==> src/rtl/fp_log2_seq.sv <==
// Sequential single-precision log2: integer exponent plus a bit-serial squaring loop
// that yields one fraction bit of log2(mantissa) per cycle, packed back to IEEE-754.
module fp_log2_seq #(
  parameter int FRAC_BITS = 23
) (
  input  logic        clk,
  input  logic        rst_n,
  input  logic        in_valid,
  output logic        in_ready,
  input  logic [31:0] x_in,
  output logic        out_valid,
  input  logic        out_ready,
  output logic [31:0] y
);

  localparam int CW = $clog2(FRAC_BITS);
  localparam int RW = FRAC_BITS + 10;
  localparam int SW = RW + 23;
  localparam logic [CW-1:0] CNT_LAST = CW'(FRAC_BITS - 1);
  localparam logic [5:0]    TOP6     = 6'(RW - 1);
  localparam logic [7:0]    FB8      = 8'(FRAC_BITS);

  typedef enum logic [1:0] {
    IDLE = 2'd0,
    ITER = 2'd1,
    PACK = 2'd2,
    DONE = 2'd3
  } state_t;

  state_t                 state_r, state_s;
  logic [CW-1:0]          cnt_r;
  logic [8:0]             e_r;
  logic [23:0]            m_r;
  logic [FRAC_BITS-1:0]   f_r;
  logic [31:0]            y_r;
  logic                   in_ready_r;
  logic                   out_valid_r;

  logic                   special_s;
  logic [31:0]            special_y_s;
  logic [24:0]            sq_hi_s;
  logic                   bit_s;
  logic [23:0]            m_next_s;
  logic [RW-1:0]          r_s;
  logic [RW-1:0]          mag_s;
  logic [5:0]             lead_s;
  logic [SW-1:0]          shl_s;
  logic [7:0]             pexp_s;
  logic [22:0]            mant_s;
  logic [31:0]            pack_y_s;

  assign in_ready  = in_ready_r;
  assign out_valid = out_valid_r;
  assign y         = y_r;

  // Classify the incoming operand; zero/denormal is checked first so -0 and -denormal give -inf.
  always_comb begin
    special_s   = 1'b1;
    special_y_s = 32'h0000_0000;
    if (x_in[30:23] == 8'h00) begin
      special_y_s = 32'hFF80_0000;
    end else if ((x_in[30:23] == 8'hFF) && (x_in[22:0] != 23'h0)) begin
      special_y_s = 32'h7FC0_0000;
    end else if (x_in[31]) begin
      special_y_s = 32'h7FC0_0000;
    end else if (x_in[30:23] == 8'hFF) begin
      special_y_s = 32'h7F80_0000;
    end else if (x_in[30:0] == 31'h3F80_0000) begin
      special_y_s = 32'h0000_0000;
    end else begin
      special_s   = 1'b0;
      special_y_s = 32'h0000_0000;
    end
  end

  // One squaring step: a product >= 2 emits a 1 and renormalises by halving.
  always_comb begin
    sq_hi_s = 25'(({24'h00_0000, m_r} * {24'h00_0000, m_r}) >> 23);
    bit_s   = sq_hi_s[24];
    if (bit_s) begin
      m_next_s = sq_hi_s[24:1];
    end else begin
      m_next_s = sq_hi_s[23:0];
    end
  end

  // Fixed-point result R = e*2^FRAC_BITS + f (two's complement) converted to single precision.
  always_comb begin
    r_s = ({{(RW-9){e_r[8]}}, e_r} << FRAC_BITS) + {{(RW-FRAC_BITS){1'b0}}, f_r};
    if (r_s[RW-1]) begin
      mag_s = ~r_s + {{(RW-1){1'b0}}, 1'b1};
    end else begin
      mag_s = r_s;
    end
    lead_s = 6'd0;
    for (int i = 0; i < RW; i++) begin
      if (mag_s[i]) begin
        lead_s = 6'(i);
      end else begin
        lead_s = lead_s;
      end
    end
    shl_s  = {mag_s, 23'h00_0000} << (TOP6 - lead_s);
    mant_s = 23'(shl_s >> (RW - 1));
    pexp_s = 8'd127 + {2'b00, lead_s} - FB8;
    if (|mag_s) begin
      pack_y_s = {r_s[RW-1], pexp_s, mant_s};
    end else begin
      pack_y_s = 32'h0000_0000;
    end
  end

  // Next-state logic.
  always_comb begin
    state_s = state_r;
    case (state_r)
      IDLE: begin
        if (in_valid) begin
          state_s = special_s ? DONE : ITER;
        end else begin
          state_s = IDLE;
        end
      end
      ITER: begin
        if (cnt_r == CNT_LAST) begin
          state_s = PACK;
        end else begin
          state_s = ITER;
        end
      end
      PACK: state_s = DONE;
      DONE: begin
        if (out_ready) begin
          state_s = IDLE;
        end else begin
          state_s = DONE;
        end
      end
      default: state_s = IDLE;
    endcase
  end

  // State register and registered handshake outputs.
  always_ff @(posedge clk or negedge rst_n) begin
    if (!rst_n) begin
      state_r     <= IDLE;
      in_ready_r  <= 1'b1;
      out_valid_r <= 1'b0;
    end else begin
      state_r     <= state_s;
      in_ready_r  <= (state_s == IDLE);
      out_valid_r <= (state_s == DONE);
    end
  end

  // Datapath: operand capture, iteration, and result update on the way into DONE.
  always_ff @(posedge clk or negedge rst_n) begin
    if (!rst_n) begin
      cnt_r <= {CW{1'b0}};
      e_r   <= 9'd0;
      m_r   <= 24'd0;
      f_r   <= {FRAC_BITS{1'b0}};
      y_r   <= 32'h0000_0000;
    end else begin
      case (state_r)
        IDLE: begin
          if (in_valid) begin
            cnt_r <= {CW{1'b0}};
            e_r   <= {1'b0, x_in[30:23]} - 9'd127;
            m_r   <= {1'b1, x_in[22:0]};
            f_r   <= {FRAC_BITS{1'b0}};
            if (special_s) begin
              y_r <= special_y_s;
            end
          end
        end
        ITER: begin
          m_r   <= m_next_s;
          f_r   <= {f_r[FRAC_BITS-2:0], bit_s};
          cnt_r <= cnt_r + CW'(1);
        end
        PACK: y_r <= pack_y_s;
        default: ;
      endcase
    end
  end

endmodule

==> config.mk <==
export PLATFORM = sky130hd
export DESIGN_NAME = fp_log2_seq
export DESIGN_NICKNAME = d
export VERILOG_FILES = /design/src/rtl/fp_log2_seq.sv
export SDC_FILE = /design/constraint.sdc
export NUM_CORES = 1
export LEC_CHECK = 0
export BUFFER_PORTS_ARGS = -buffer_cell sky130_fd_sc_hd__buf_2
export CAP_MARGIN = 30
export CORE_MARGIN = 1.5
export CORE_UTILIZATION = 65
export CTS_CLUSTER_DIAMETER = 50
export DETAILED_ROUTE_END_ITERATION = 16
export PLACE_DENSITY = 0.93
export SETUP_SLACK_MARGIN = 0.05
export SKIP_LAST_GASP = 1
export SYNTH_ARGS = -nofsm -noshare
export SYNTH_HDL_FRONTEND = slang
export SYNTH_SLANG_ARGS = --single-unit
==> constraint.sdc <==
create_clock -name clk -period 8.75 [get_ports clk]
set_input_delay 2.625 -clock clk [delete_from_list [all_inputs] [get_ports clk]]
set_output_delay 2.625 -clock clk [all_outputs]
set_load 0.02 [all_outputs]
Yosys cells after proc, flatten, opt, wreduce, memory -nomap -nowiden
Cells that the tools add are included.
{"block": "classes", "add_sub_neg": 7, "mul": 1, "eq_ne": 9, "shifts": 1, "n_mux": 58, "bitwise": 1, "reduce_logical": 11}
{"cell": "2-to-1 mux 6 bit", "count": 31}
{"cell": "2-to-1 mux 32 bit", "count": 4}
{"cell": "2-to-1 mux 31 bit", "count": 3}
{"cell": "case mux 32 bit (2 select lines)", "count": 1}
{"cell": "left shift 56 x 6 -> 55 bit", "count": 1}
{"cell": "multiplier 24 x 24 -> 48 bit", "count": 1}
{"cell": "2-to-1 mux 24 bit", "count": 2}
{"cell": "case mux 24 bit (2 select lines)", "count": 1}
{"cell": "case mux 23 bit (2 select lines)", "count": 1}
{"cell": "adder 32 x 24 -> 33 bit", "count": 1}
{"cell": "adder 33 x 1 -> 33 bit, second input constant", "count": 1}
{"cell": "2-to-1 mux 33 bit", "count": 1}
{"cell": "NOT 33 bit", "count": 1}
{"cell": "OR reduction 33 bit", "count": 1}
{"cell": "equality test 31 x 30 -> 1 bit, second input constant", "count": 1}
{"cell": "2-to-1 mux 23 bit", "count": 1}
{"cell": "nonzero test 23 bit", "count": 1}
{"cell": "case mux 5 bit (2 select lines)", "count": 1}
{"cell": "subtractor 8 x 7 -> 9 bit, second input constant", "count": 1}
{"cell": "adder 7 x 6 -> 8 bit, first input constant", "count": 1}
{"cell": "equality test 8 bit, second input constant", "count": 1}
{"cell": "zero test 8 bit", "count": 1}
{"cell": "2-to-1 mux 2 bit", "count": 4}
{"cell": "case mux 2 bit (4 select lines)", "count": 1}
{"cell": "14 further kinds", "count": 25}
{"block": "totals", "regBits": 97, "in_bits": 36, "out_inout_bits": 34, "wordCells": 96}

Depth between registers and ports, before layout
{"block": "logic_depth", "depth_word": 40, "ltp_mapped": 32}

Worst setup path before layout
Ideal clock, no wire load.
{"block": "synth_path", "kind": "reg-to-reg", "start": "register m_r[9]", "end": "register m_r[20]", "setup_ns": 0.136, "arrival_ns": 7.506, "setup_slack_ns": 1.108, "stages_incl_launch_ff": 30, "path_buffers": 5, "period_less_slack_ns": 7.642, "cell_sequence": "dfrtp_1 clkbuf_1 clkbuf_1 nand2_1 fa_1 inv_1 fa_1 inv_1 fa_1 inv_1 fa_1 inv_1 fa_1 fa_1 inv_1 fa_1 ha_1 nand4_1 inv_1 nand4_1 o31ai_1 a41oi_1 o21ai_0 a211o_1 clkbuf_1 clkbuf_1 clkbuf_1 nand2_1 o211ai_1 o21ai_0"}
{"block": "synth_between", "elab_chain_len": 3}
{"item": "start: declaration", "line": "33", "text": "logic [23:0] m_r;"}
{"item": "start signal: assignment", "line": "170", "text": "m_r <= {1'b1, x_in[22:0]};"}
{"item": "start signal: assignment", "line": "178", "text": "m_r <= m_next_s;"}
{"item": "multiplier 24 x 24 -> 48 bit", "line": "78", "text": "sq_hi_s = 25'(({24'h00_0000, m_r} * {24'h00_0000, m_r}) >> 23);"}
{"item": "2-to-1 mux 24 bit", "line": "80", "text": "if (bit_s) begin"}
{"item": "case mux 24 bit (2 select lines)", "line": "165", "text": "case (state_r)"}
No other way between the ends.
A chain may end at the register's enable or synchronous reset.

Final worst setup path
{"block": "layout_path", "start": "register m_r[18]", "end": "register m_r[10]"}
The elaborated chain is that of the path after synthesis.

==> metrics.md <==
| Metric | Value |
|---|---|
| Hold path depth | `2` |
| Routed wire length per instance | `21.9 µm` |
| Area occupied by multi-input gates | `18,900 µm²` |
| Grt total ovfl | `0` |
| R2R Setup Slk | `0.23 ns` |
| Via count of the first global-routing pass | `22,125` |
| CP max stage cell | `dfrtp_1` |
| Syn Nets | `3,326` |
| Core area | `36,400 µm²` |
| FP Rows | `70` |
| Number of flops mapped to enable cells by yosys | `0` |
| Mean Syn Cell Area | `8.92 µm²` |
| Final Routed Wirelength | `69,100 µm` |
| 1st-iter DRT viols | `2,291` |
| Ports | `70` |
| Mapped Area | `24,000 µm²` |
| Post_cts resized | `0` |
| Layout cells sized above 1 | `7.90%` |
| Drt pass-1 iters | `6` |
| Maximum clock insertion buffer count | `2` |
| Slew Viols, Final | `0` |
| Worst r2r dst | `m_r[10]` |
| Depth of the CTS H-tree | `3` |
| Worst Hold Path EP | `y[2]` |
| Fmax | `117 MHz` |
| Initial antenna violation count | `0` |
| Final HPWL DP | `55,000 µm` |
| I/O Buffers | `69` |
| Leading post-synthesis cells by cell area | `fa_1, dfrtp_1, ha_1` |
| DIE WIDTH | `195 µm` |
| Crit Path Class | `flip-flop to flip-flop` |
| Synth warn | `0` |
| Crit-path max FO | `18` |
| Vias | `20,454` |
| # DRC | `0` |
| Setup crit end kind | `flip-flop` |
| Unique masters post-synth | `99` |
| RR Startpoint | `m_r[18]` |
| Top-area cell type share of the netlist area | `35.3%` |
| Vias per inst | `6.49` |
| Async SR Flop Fraction | `100%` |
| Number of hold buffers added after cts | `0` |
| Actual slew at the worst max-slew pin | `1.11 ns` |
| HP Start | `y[2]` |
| Setup TNS Final | `0 ns` |
| Initial Utilization | `65.7%` |
| Root buffer cell | `clkbuf_16` |
| Placer's final routability congestion estimate | `0.973` |
| Clock net sink count | `97` |
| Setup violators final | `0` |
| All-Layer GR Usage | `38.2%` |
| Fin. Hold Viols | `0` |
| Outcome | `finished clean` |
| First-pass GRT wire length | `114,000 µm` |
| Die area | `38,000 µm²` |
| #FFs+latches synth | `97` |
| Post-Syn Instances | `2,684` |
| CTS tree | `yes` |
| Clk_lat worst skew | `0.37 ns` |
| Final #Nets | `3,320` |
| Top_reg_cell synth | `dfrtp_1` |
| Worst path required time | `9.05 ns` |
| Post-synthesis sequential area ratio | `10.1%` |
| Worst Path Arrival | `8.83 ns` |
| R2r worst-path depth | `25` |
| Pin count of the biggest net entering global routing | `75` |
| Clock period minus final worst setup slack | `8.52 ns` |
| Die H | `195 µm` |
| Area delta synth->final | `4.43%` |
| Period Utilization, post-route | `97.4%` |
| Worst min-delay path class | `flip-flop to flip-flop` |
| # fillers | `2,686` |
| Worst setup SP type | `flip-flop` |
| TritonCTS Buffers | `9` |
| Post-CTS setup buffers | `0` |
| Max_slew headroom | `25.4%` |
| Most common cell on crit path | `fa_1` |
| Cell taking the most area after synthesis | `fa_1` |
| FF/Latch Area | `2430 µm²` |
| Clock slew at reported path FFs | `0.08 ns` |
| Maxcap violations | `0` |
| RSZ-0062 raised after global routing | `no` |
| Post-route ant nets | `0` |
| Final Skew | `0.0131 ns` |
| CP max stage delay | `0.95 ns` |
==> flip-flops by register name, summed over array words and instances (netlist names) <==
name       cells
y             32
cnt_r          5
f_r           23
out_valid      1
in_ready       1
m_r           24
e_r            9
state_r        2
==> stage by stage <==
stage          std cells  util (%)  cell area, µm²  hold slack (ns)  setup WS [ns]
2_1_floorplan       2684         -           24000            0.457           1.11
3_3_place_gp        3131      67.7           24700            0.469          0.640
3_5_place_dp        3132      67.7           24700            0.470          0.337
4_1_cts             3148      68.5           25000            0.488          0.293
5_1_grt             3151      68.7           25000            0.505         0.0645
6_report            3152      68.7           25000            0.488          0.229
==> cells in the mapped netlist (all sizes together), types with 16 or more instances <==
library cell,number
inv,530
and2,151
buf,30
xnor2,39
a22oi,16
nand2,262
fa,422
o21ai,75
ha,184
a31oi,23
nor3,34
nand2b,18
a21o,24
dfrtp,96
nor2,116
a211oi,22
mux2i,32
a21oi,96
a221oi,16
clkbuf,109
nand3,61
xor2,36
o211ai,29
==> cell usage in the layout (no fill, tap or decap), drive strengths merged, types with 24 or more instances in the layout <==
cell	synthesis	routed
inv	530	534
fa	422	422
nand2	262	262
ha	184	184
and2	151	151
buf	30	121
nor2	116	116
dfrtp	96	96
a21oi	96	96
o21ai	75	75
nand3	61	61
xnor2	39	39
xor2	36	36
nor3	34	34
mux2i	32	32
o211ai	29	29
a21o	24	24
==> metal layers <==
metal | wire (µm) | up-vias | GRT usage (%)
met2 | 32600 | 1391 | 62.8
met4 | 4270 | 0 | 20.0
met3 | 7940 | 425 | 8.70
li1 | - | 8655 | -
met1 | 24200 | 9983 | 47.5
met5 | 0 | - | 0.511
==> how the worst max path moves through the flow <==
| stage | startpoint | to | slack, ns | depth (start not counted) |
|---|---|---|---|---|
| after CTS | m_r[5] | m_r[10] | 0.29 | 25 |
| final | m_r[18] | m_r[10] | 0.23 | 25 |
| after global placement | m_r[18] | m_r[17] | 0.64 | 23 |
| after floorplan | m_r[9] | m_r[20] | 1.11 | 29 |
| after global routing | m_r[18] | m_r[21] | 0.06 | 24 |
| after detailed placement | m_r[18] | m_r[10] | 0.34 | 25 |
==> critical path: cells and delay by family (launching register included) <==
family / cells / cell delay, ns
AOI/OAI and AO/OA: 11 / 2.67
and+or+nand+nor: 1 / 0.22
DFF: 1 / 0.95
adders and majority gates: 8 / 3.99
buffers and inverters: 5 / 0.59
==> area by class of cell <==
cell class                 count  area share (%)
multi-input combinational   1914            75.8
sequential                    97            9.71
inverter                     534            8.01
timing repair buffer         122            3.04
tap                          468            2.34
clock buffer                   9           0.900
clock inverter                 7           0.235
antenna                        1          0.0100
==> kinds of logic (layout without fill, tap and decap cells) <==
family	Yosys count	after routing	synth area share [%]
other	1	2	0.0157
adder cells (fa/ha/maj)	606	606	44.9
AO/OA/AOI/OAI	438	438	12.9
buffers and inverters	673	672	10.8
flip-flops	97	97	10.1
multiplexers	57	57	3.23
AND/OR/NAND/NOR	737	737	15.2
XOR/XNOR	75	75	2.80
Power is not shown: default switching activity piles up to over one toggle a cycle in this logic, so the estimate is an artifact.
